[config.mk]
export PLATFORM = sky130hd
export DESIGN_NAME = bit_corr_scheduler
export DESIGN_NICKNAME = d
export VERILOG_FILES = /design/src/rtl/bit_corr_scheduler.sv
export SDC_FILE = /design/constraint.sdc
export NUM_CORES = 1
export LEC_CHECK = 0
export CAP_MARGIN = 20
export CORE_ASPECT_RATIO = 0.6
export CORE_UTILIZATION = 47
export CTS_BUF_LIST = sky130_fd_sc_hd__clkbuf_16
export DETAILED_ROUTE_END_ITERATION = 7
export GPL_ROUTABILITY_DRIVEN = 0
export PLACE_DENSITY = 0.76
export SYNTH_ARGS = -nofsm -noshare
export SYNTH_HDL_FRONTEND = slang
export SYNTH_SLANG_ARGS = --single-unit
[constraint.sdc]
create_clock -name CLK -period 3.3 [get_ports CLK]
set_input_delay 0.825 -clock CLK [delete_from_list [all_inputs] [get_ports CLK]]
set_output_delay 0.825 -clock CLK [all_outputs]
set_load 0.05 [all_outputs]
[src/rtl/bit_corr_scheduler.sv]
// rtl/bit_corr_scheduler.sv - round-robin serial-bit scheduler for a multi-channel correlator
// Tags each issued bit with its channel so returned scores can be matched and held off per channel.
module bit_corr_scheduler #(
    parameter int C_CHANNELS    = 4,
    parameter int C_SCORE_WIDTH = 5,
    parameter int C_THRESHOLD   = 14,
    parameter int C_HOLDOFF     = 8,
    parameter int C_TIMEOUT     = 16,
    parameter bit C_PAD_BIT     = 1'b0
) (
    input  logic                     CLK,
    input  logic                     ACLR,
    input  logic [C_CHANNELS-1:0]    REQ,
    input  logic [C_CHANNELS-1:0]    REQ_DIN,
    output logic [C_CHANNELS-1:0]    GNT,
    output logic                     CORR_ND,
    output logic                     CORR_DIN,
    input  logic                     CORR_RFD,
    input  logic [C_SCORE_WIDTH-1:0] CORR_DOUT,
    input  logic                     CORR_RDY,
    output logic                     MATCH,
    output logic [2:0]               MATCH_CH,
    output logic [C_SCORE_WIDTH-1:0] MATCH_SCORE,
    output logic                     PAD_INJ,
    output logic                     ERR
);

    localparam int CW = (C_CHANNELS > 1) ? $clog2(C_CHANNELS) : 1;
    localparam int IW = (C_TIMEOUT > 0) ? $clog2(C_TIMEOUT + 1) : 1;
    localparam int HW = (C_HOLDOFF > 0) ? $clog2(C_HOLDOFF + 1) : 1;
    localparam int FD = 8;

    logic [CW-1:0]  cur;
    logic [IW-1:0]  idle_cnt;
    logic [2:0]     fifo_mem [FD];
    logic [2:0]     wr_ptr;
    logic [2:0]     rd_ptr;
    logic [3:0]     fifo_cnt;
    logic [HW-1:0]  ho [C_CHANNELS];

    logic           req_cur;
    logic           real_issue;
    logic           pad_issue;
    logic           issue;
    logic           fifo_empty;
    logic           fifo_full;
    logic           pop_ok;
    logic           push_ok;
    logic [2:0]     tag;
    logic [CW-1:0]  tag_ch;
    logic [HW-1:0]  ho_t;
    logic           hit;

    always_comb begin
        req_cur    = REQ[cur];
        real_issue = CORR_RFD & req_cur;
        pad_issue  = CORR_RFD & ~req_cur & (idle_cnt >= IW'(C_TIMEOUT));
        issue      = real_issue | pad_issue;

        GNT      = real_issue ? (C_CHANNELS'(1) << cur) : '0;
        CORR_ND  = issue;
        CORR_DIN = real_issue ? REQ_DIN[cur] : (pad_issue & C_PAD_BIT);
        PAD_INJ  = pad_issue;

        fifo_empty = (fifo_cnt == 4'd0);
        fifo_full  = (fifo_cnt == 4'(FD));
        pop_ok     = CORR_RDY & ~fifo_empty;
        // A pop in the same cycle frees a slot, so a full FIFO can still accept
        push_ok    = issue & (~fifo_full | pop_ok);

        tag    = pop_ok ? fifo_mem[rd_ptr] : 3'd0;
        tag_ch = tag[CW-1:0];
        ho_t   = ho[tag_ch];
        hit    = CORR_RDY & (ho_t == '0) & (int'(CORR_DOUT) >= C_THRESHOLD);
    end

    always_ff @(posedge CLK) begin
        if (push_ok) begin
            fifo_mem[wr_ptr] <= 3'(cur);
        end
    end

    always_ff @(posedge CLK or posedge ACLR) begin
        if (ACLR) begin
            cur         <= '0;
            idle_cnt    <= '0;
            wr_ptr      <= '0;
            rd_ptr      <= '0;
            fifo_cnt    <= '0;
            MATCH       <= 1'b0;
            MATCH_CH    <= '0;
            MATCH_SCORE <= '0;
            ERR         <= 1'b0;
            for (int i = 0; i < C_CHANNELS; i++) begin
                ho[i] <= '0;
            end
        end else begin
            if (issue) begin
                cur      <= (cur == CW'(C_CHANNELS - 1)) ? '0 : cur + CW'(1);
                idle_cnt <= '0;
            end else if (CORR_RFD & ~req_cur) begin
                idle_cnt <= idle_cnt + IW'(1);
            end

            if (push_ok) begin
                wr_ptr <= wr_ptr + 3'd1;
            end
            if (pop_ok) begin
                rd_ptr <= rd_ptr + 3'd1;
            end
            fifo_cnt <= fifo_cnt + 4'(push_ok) - 4'(pop_ok);

            if ((CORR_RDY & fifo_empty) | (issue & ~push_ok)) begin
                ERR <= 1'b1;
            end

            // Empty pops still score against tag 0
            MATCH <= hit;
            if (hit) begin
                MATCH_CH    <= tag;
                MATCH_SCORE <= CORR_DOUT;
                ho[tag_ch]  <= HW'(C_HOLDOFF);
            end else if (CORR_RDY && (ho_t != '0)) begin
                ho[tag_ch]  <= ho_t - HW'(1);
            end
        end
    end

endmodule

==> flow_summary.toml, run 1 <==
[outcome]
status = "completed"

[logic_synthesis]
syn-num-nets = 303
synth-seq-area-share_pct = 50.3
yosys_warnings = 0
synth-edff-count = 16
synth.distinct_cells = 56
synth_ff_type = "dfrtp_1"
synthCells = 270
syn_area_um2 = 3050
ys_seq_elements = 58
syn_area_per_cell_um2 = 11.3
async_reset_ff_share_pct = 72.4

[die]
io_pins = 34
die_w_um = 106
start_util_pct = 49.2
core_um2 = 6190
rows = 22
die_h_um = 64.4
die_area_um2 = 6820

[finish]
diodes = 0
fin_area_um2 = 4030
final_common_cell = "dfrtp_1"
syn_to_final_growth_pct = 32.4
drive_above_1_share_pct = 25.6
final_cell_mix = "dfrtp_1 (41), buf_4 (38), nand2_1 (29)"
filler_cell_count = 445
nets = 368
post-route-util_pct = 65.1

[sta]
slew_violations = 0
hold_slack_ns = 0.491
fin_worst_skew_ns = 0.00996
period_minus_slack_ns = 3.23
fmax_ghz = 0.310
setup_viol = 0
finalCritPeriodShare_pct = 97.8
setup_ws_ns = 0.0731
hold_viol = 0
worst_slew_pin_slew_ns = 0.604
relSlewSlack_pct = 59.5
rsz0062_at_grt = "no"

[grt]
antenna_found_initial = 0
grt_use_total_pct = 22.0
grt_start_max_net_pins = 43
grt_pass1_wl_um = 11000
grt_overflow_total = 0
grt_pass1_vias = 2216

[setup_path]
ff2ff_setup_slack_ns = 0.26
worstRegToRegCells = 12
cp-startpoint = "REQ[2]"
cp_max_fo = 2
end_kind = "output port"
required_ns = 2.47
rr_startpoint = "rd_ptr[1]"
endpoint = "CORR_ND"
crit_type = "input port to output port"
r2r_end = "ho[15]"
crit_path_start_kind = "input port"
worstPathArrival_ns = 2.40

[power]
peakVddDrop_v = 0.000591
power_leakage_nw = 1.81
powerDensity_nw_per_um2 = 1120

[drt]
drt_iter0_drc = 165
drt_wl_total_um = 6920
dr.pass1.iters = 4
vias = 2306
drc = 0
vias_per_cell = 5.44
wl_per_cell_um = 16.3
antenna_left = 0

[placement]
place_ws_ns = -0.405
placed_area_um2 = 3630
hpwl_um = 5060
portBuffers = 32

[clock_network]
cts.path.max_buffers = 2
clk_latency_ns = 0.33
htree_levels = 3
clkSinkCount = 58
cts_tree = "done"
numCtsBuffers = 9
cts_hold_repair.buffers = 0
root_buffer = "clkbuf_16"
clk_pin_slew_ns = 0.06

[flow_run]
drv_cap = 0

[worst_hold_path]
min_path_type = "flip-flop to flip-flop"
[worst max-delay path: stages]
cell and delay [ns]:
clkdlybuf4s50_1 0.40, mux4_2 0.50, or2_4 0.25, nand2_2 0.09
buf_4 0.11, inv_1 0.04, buf_4 0.18
[stage by stage]
step / instances / power [W] / TNS, ns
2_1_floorplan: 270 / 0.00267 / 0
3_3_place_gp: 407 / 0.00331 / -3.63
3_5_place_dp: 407 / 0.00338 / -8.94
4_1_cts: 423 / 0.00441 / 0
5_1_grt: 424 / 0.00476 / 0
6_report: 424 / 0.00451 / 0
[timing repair]
item	in CTS	in global routing
gates resized for setup	8	9
endpoints found under the setup margin	19	24
pin swaps	0	1
setup buffers	0	1
[worst min-delay path by stage]
stage	slack (ns)	from	endpoint	cells past startpoint
after detailed placement	0.47	ho[4]	ho[4]	1
after global placement	0.47	ho[0]	ho[0]	2
after global routing	0.50	ho[4]	ho[4]	1
after floorplan	0.44	ho[0]	ho[0]	2
final	0.49	ho[4]	ho[4]	1
after CTS	0.49	ho[4]	ho[4]	1
[sequential cells by signal, summed over array words and instances, names as in the netlist, 2 cells and up]
| register | cells |
|---|---|
| MATCH_CH | 2 |
| MATCH_SCORE | 5 |
| cur | 2 |
| fifo_cnt | 4 |
| fifo_mem | 16 |
| ho | 16 |
| idle_cnt | 5 |
| rd_ptr | 3 |
| wr_ptr | 3 |
[cell families (layout without fill, tap and decap cells)]
logic type	count (synthesis)	in the layout	share of synthesized area (%)
buffers and inverters	34	104	5.22
other	1	1	0.123
flip-flops	58	58	50.3
AND/OR/NAND/NOR	87	87	14.8
multiplexers	21	21	8.22
AO/OA/AOI/OAI	46	46	12.5
adder cells (fa/ha/maj)	16	16	6.82
XOR/XNOR	7	7	2.01
[final cells by class]
type                    instances  area, um2  share of cell area, %
flip-flops and latches         58       1530                   38.0
multi-input cells             178       1440                   35.7
repair buffers                 64        558                   13.8
clock buffers                  10        250                   6.21
well taps                      84        105                   2.61
inverters                      24       90.1                   2.23
clock inverters                 6       55.1                   1.37
[metal layers]
metal	routed length (um)	GRT usage, %	share of wire [%]
met4	134	8.68	1.9
met1	3330	31.0	48
met3	412	6.02	6.0
met2	3040	32.3	44
met5	0	0	0
[cell usage after synthesis, types with 4 or more instances]
master	number	area share [%]
a221oi_1	5	1.4
a22oi_1	4	0.99
a31oi_1	4	0.82
a32o_1	6	2.0
and2_1	5	1.0
and3_1	8	1.6
dfrtp_1	42	35
edfxtp_1	16	16
ha_1	15	6.2
inv_1	24	3.0
mux2_2	8	3.0
mux2i_1	10	3.3
nand2_1	30	3.7
nand2b_1	5	1.0
nand3_1	7	1.2
nor2_1	12	1.5
o21ai_0	6	0.99
xnor2_1	4	1.2
[power by group]
part           leakage [nW]  switching [W]  total, W  internal (W)
Combinational         0.999        0.00129   0.00232       0.00103
Sequential            0.658       0.000237   0.00126       0.00102
Clock                 0.152       0.000313  0.000933      0.000620
Total                  1.81        0.00184   0.00451       0.00267
Power figures use the tool's default switching activity.
==> run 2, diff against run 1 <==
- CORE_UTILIZATION: 47 -> 40
- PLACE_DENSITY: 0.76 -> 0.67
==> flow_summary.toml, run 2 (same netlist as run 1, synthesis figures left out) <==
[power]
comb_power_share_pct = 51.9
switching_share_pct = 40.3
power_leakage_nw = 1.81
p_clk_share_pct = 20.0
seqPwrFrac_pct = 28.1
peakVddDrop_v = 0.000618
p_total_w = 0.00439
p_sw_w = 0.00177
internal-power_w = 0.00262
powerDensity_nw_per_um2 = 1090

[clock_network]
clk_latency_ns = 0.32
htree_levels = 3
clk_pin_slew_ns = 0.05
clkSinkCount = 58
cts_setup_buffers = 0
numCtsBuffers = 9
cts.path.max_buffers = 2
cts_tree = "done"
cts_hold_repair.buffers = 0
root_buffer = "clkbuf_16"

[setup_path]
cp_max_fo = 2
end_kind = "output port"
crit_type = "input port to output port"
worstPathArrival_ns = 2.37
required_ns = 2.47
crit_path_start_kind = "input port"

[drt]
wl_per_cell_um = 15.1
drt_wl_total_um = 6720
vias_per_cell = 5.07
vias = 2262
dr.pass1.iters = 4
antenna_left = 0
drc = 0
drt_iter0_drc = 155

[sta]
fmax_ghz = 0.313
relSlewSlack_pct = 59.6
finalCritPeriodShare_pct = 96.9
period_minus_slack_ns = 3.20
rsz0062_at_grt = "no"
fin_worst_skew_ns = 0.00460
hold_viol = 0
worst_slew_pin_slew_ns = 0.604
setup_viol = 0
timing.setup.tns_ns = 0
slew_violations = 0

[die]
rows = 24
core_um2 = 7330
die_w_um = 115
die_h_um = 69.6
io_pins = 34
start_util_pct = 41.6
die_area_um2 = 7980

[finish]
top_regs = "fifo_mem: 16 flops, ho: 16 flops"
final_common_cell = "dfrtp_1"
final_cell_mix = "dfrtp_1 (42), buf_4 (39), nand2_1 (29)"
nets = 370
fin_area_um2 = 4040
drive_above_1_share_pct = 25.1
syn_to_final_growth_pct = 32.7
diodes = 0

[grt]
grt_pass1_vias = 2327
grt_pass1_wl_um = 11300
grt_start_max_net_pins = 30
grt_use_total_pct = 18.8
antenna_found_initial = 0
grt_overflow_total = 0

[outcome]
status = "completed"

[placement]
hpwl_um = 5050
placed_area_um2 = 3670
portBuffers = 32

[flow_run]
drv_cap = 0

[worst_hold_path]
min_path_type = "flip-flop to flip-flop"
[run 2: cell types whose count changed in the layout (fill, tap and decap cells not counted), sizes merged]
cell / delta
buf: +2
clkinvlp: +1
clkinv: +1
inv: -1
clkbuf: -1
[run 2: what timing repair did]
item | in CTS | in global routing
gates resized for setup | 3 | 8
setup endpoints to repair | 10 | 24
hold endpoints to repair | 0 | 0
[run 2: power by group through the flow]
stage                     Combinational [W]  Sequential [W]  Clock [W]
after floorplan                     0.00135         0.00132          0
after global placement              0.00211         0.00123          0
after detailed placement            0.00217         0.00124          0
after CTS                           0.00221         0.00123   0.000893
after global routing                0.00249         0.00127   0.000925
final                               0.00228         0.00123   0.000878
[run 2: cell type report]
| cell class | instances | area, um2 |
|---|---|---|
| timing repair buffer | 66 | 593 |
| clock inverter | 7 | 61.3 |
| inverter | 24 | 90.1 |
| clock buffer | 9 | 225 |
| tap | 104 | 130 |
| fill | 648 | 3290 |
| sequential | 58 | 1530 |
| multi-input combinational | 178 | 1410 |
[run 2: metrics by stage]
stage                     hold WS [ns]  utilization [%]  setup slack (ns)  std cells
after detailed placement         0.474             50.1            -0.319        429
after global placement           0.472             50.1            -0.201        429
after floorplan                  0.442                -             0.177        270
final                            0.485             55.2             0.101        446
after CTS                        0.485             54.2           0.00391        445
after global routing             0.508             55.2            0.0693        446
[run 2: final timing paths]
path,from,to,slack (ns),cells after the start
hold reg to reg,ho[1],ho[1],0.49,1
setup reg to reg,rd_ptr[1],MATCH_CH[1],0.29,11
setup / recovery,REQ[3],CORR_ND,0.10,7
max in group asynchronous,ACLR,ho[6],1.93,4
hold / removal,ho[1],ho[1],0.49,1
min in group asynchronous,ACLR,fifo_cnt[1],0.73,2
[run 2: per-layer routing]
metal	track usage [%]	routed length (um)	vias up
li1	-	-	1094
met1	27.6	3480	1106
met2	27.1	2850	58
met3	5.77	366	4
met4	4.76	29	0
met5	0	0	-
[run 2: critical path: stages]
cell and delay [ns]:
clkdlybuf4s50_1 0.40, mux4_2 0.48, or2_4 0.25, nand2_2 0.09, buf_4 0.11, inv_1 0.04, buf_4 0.18
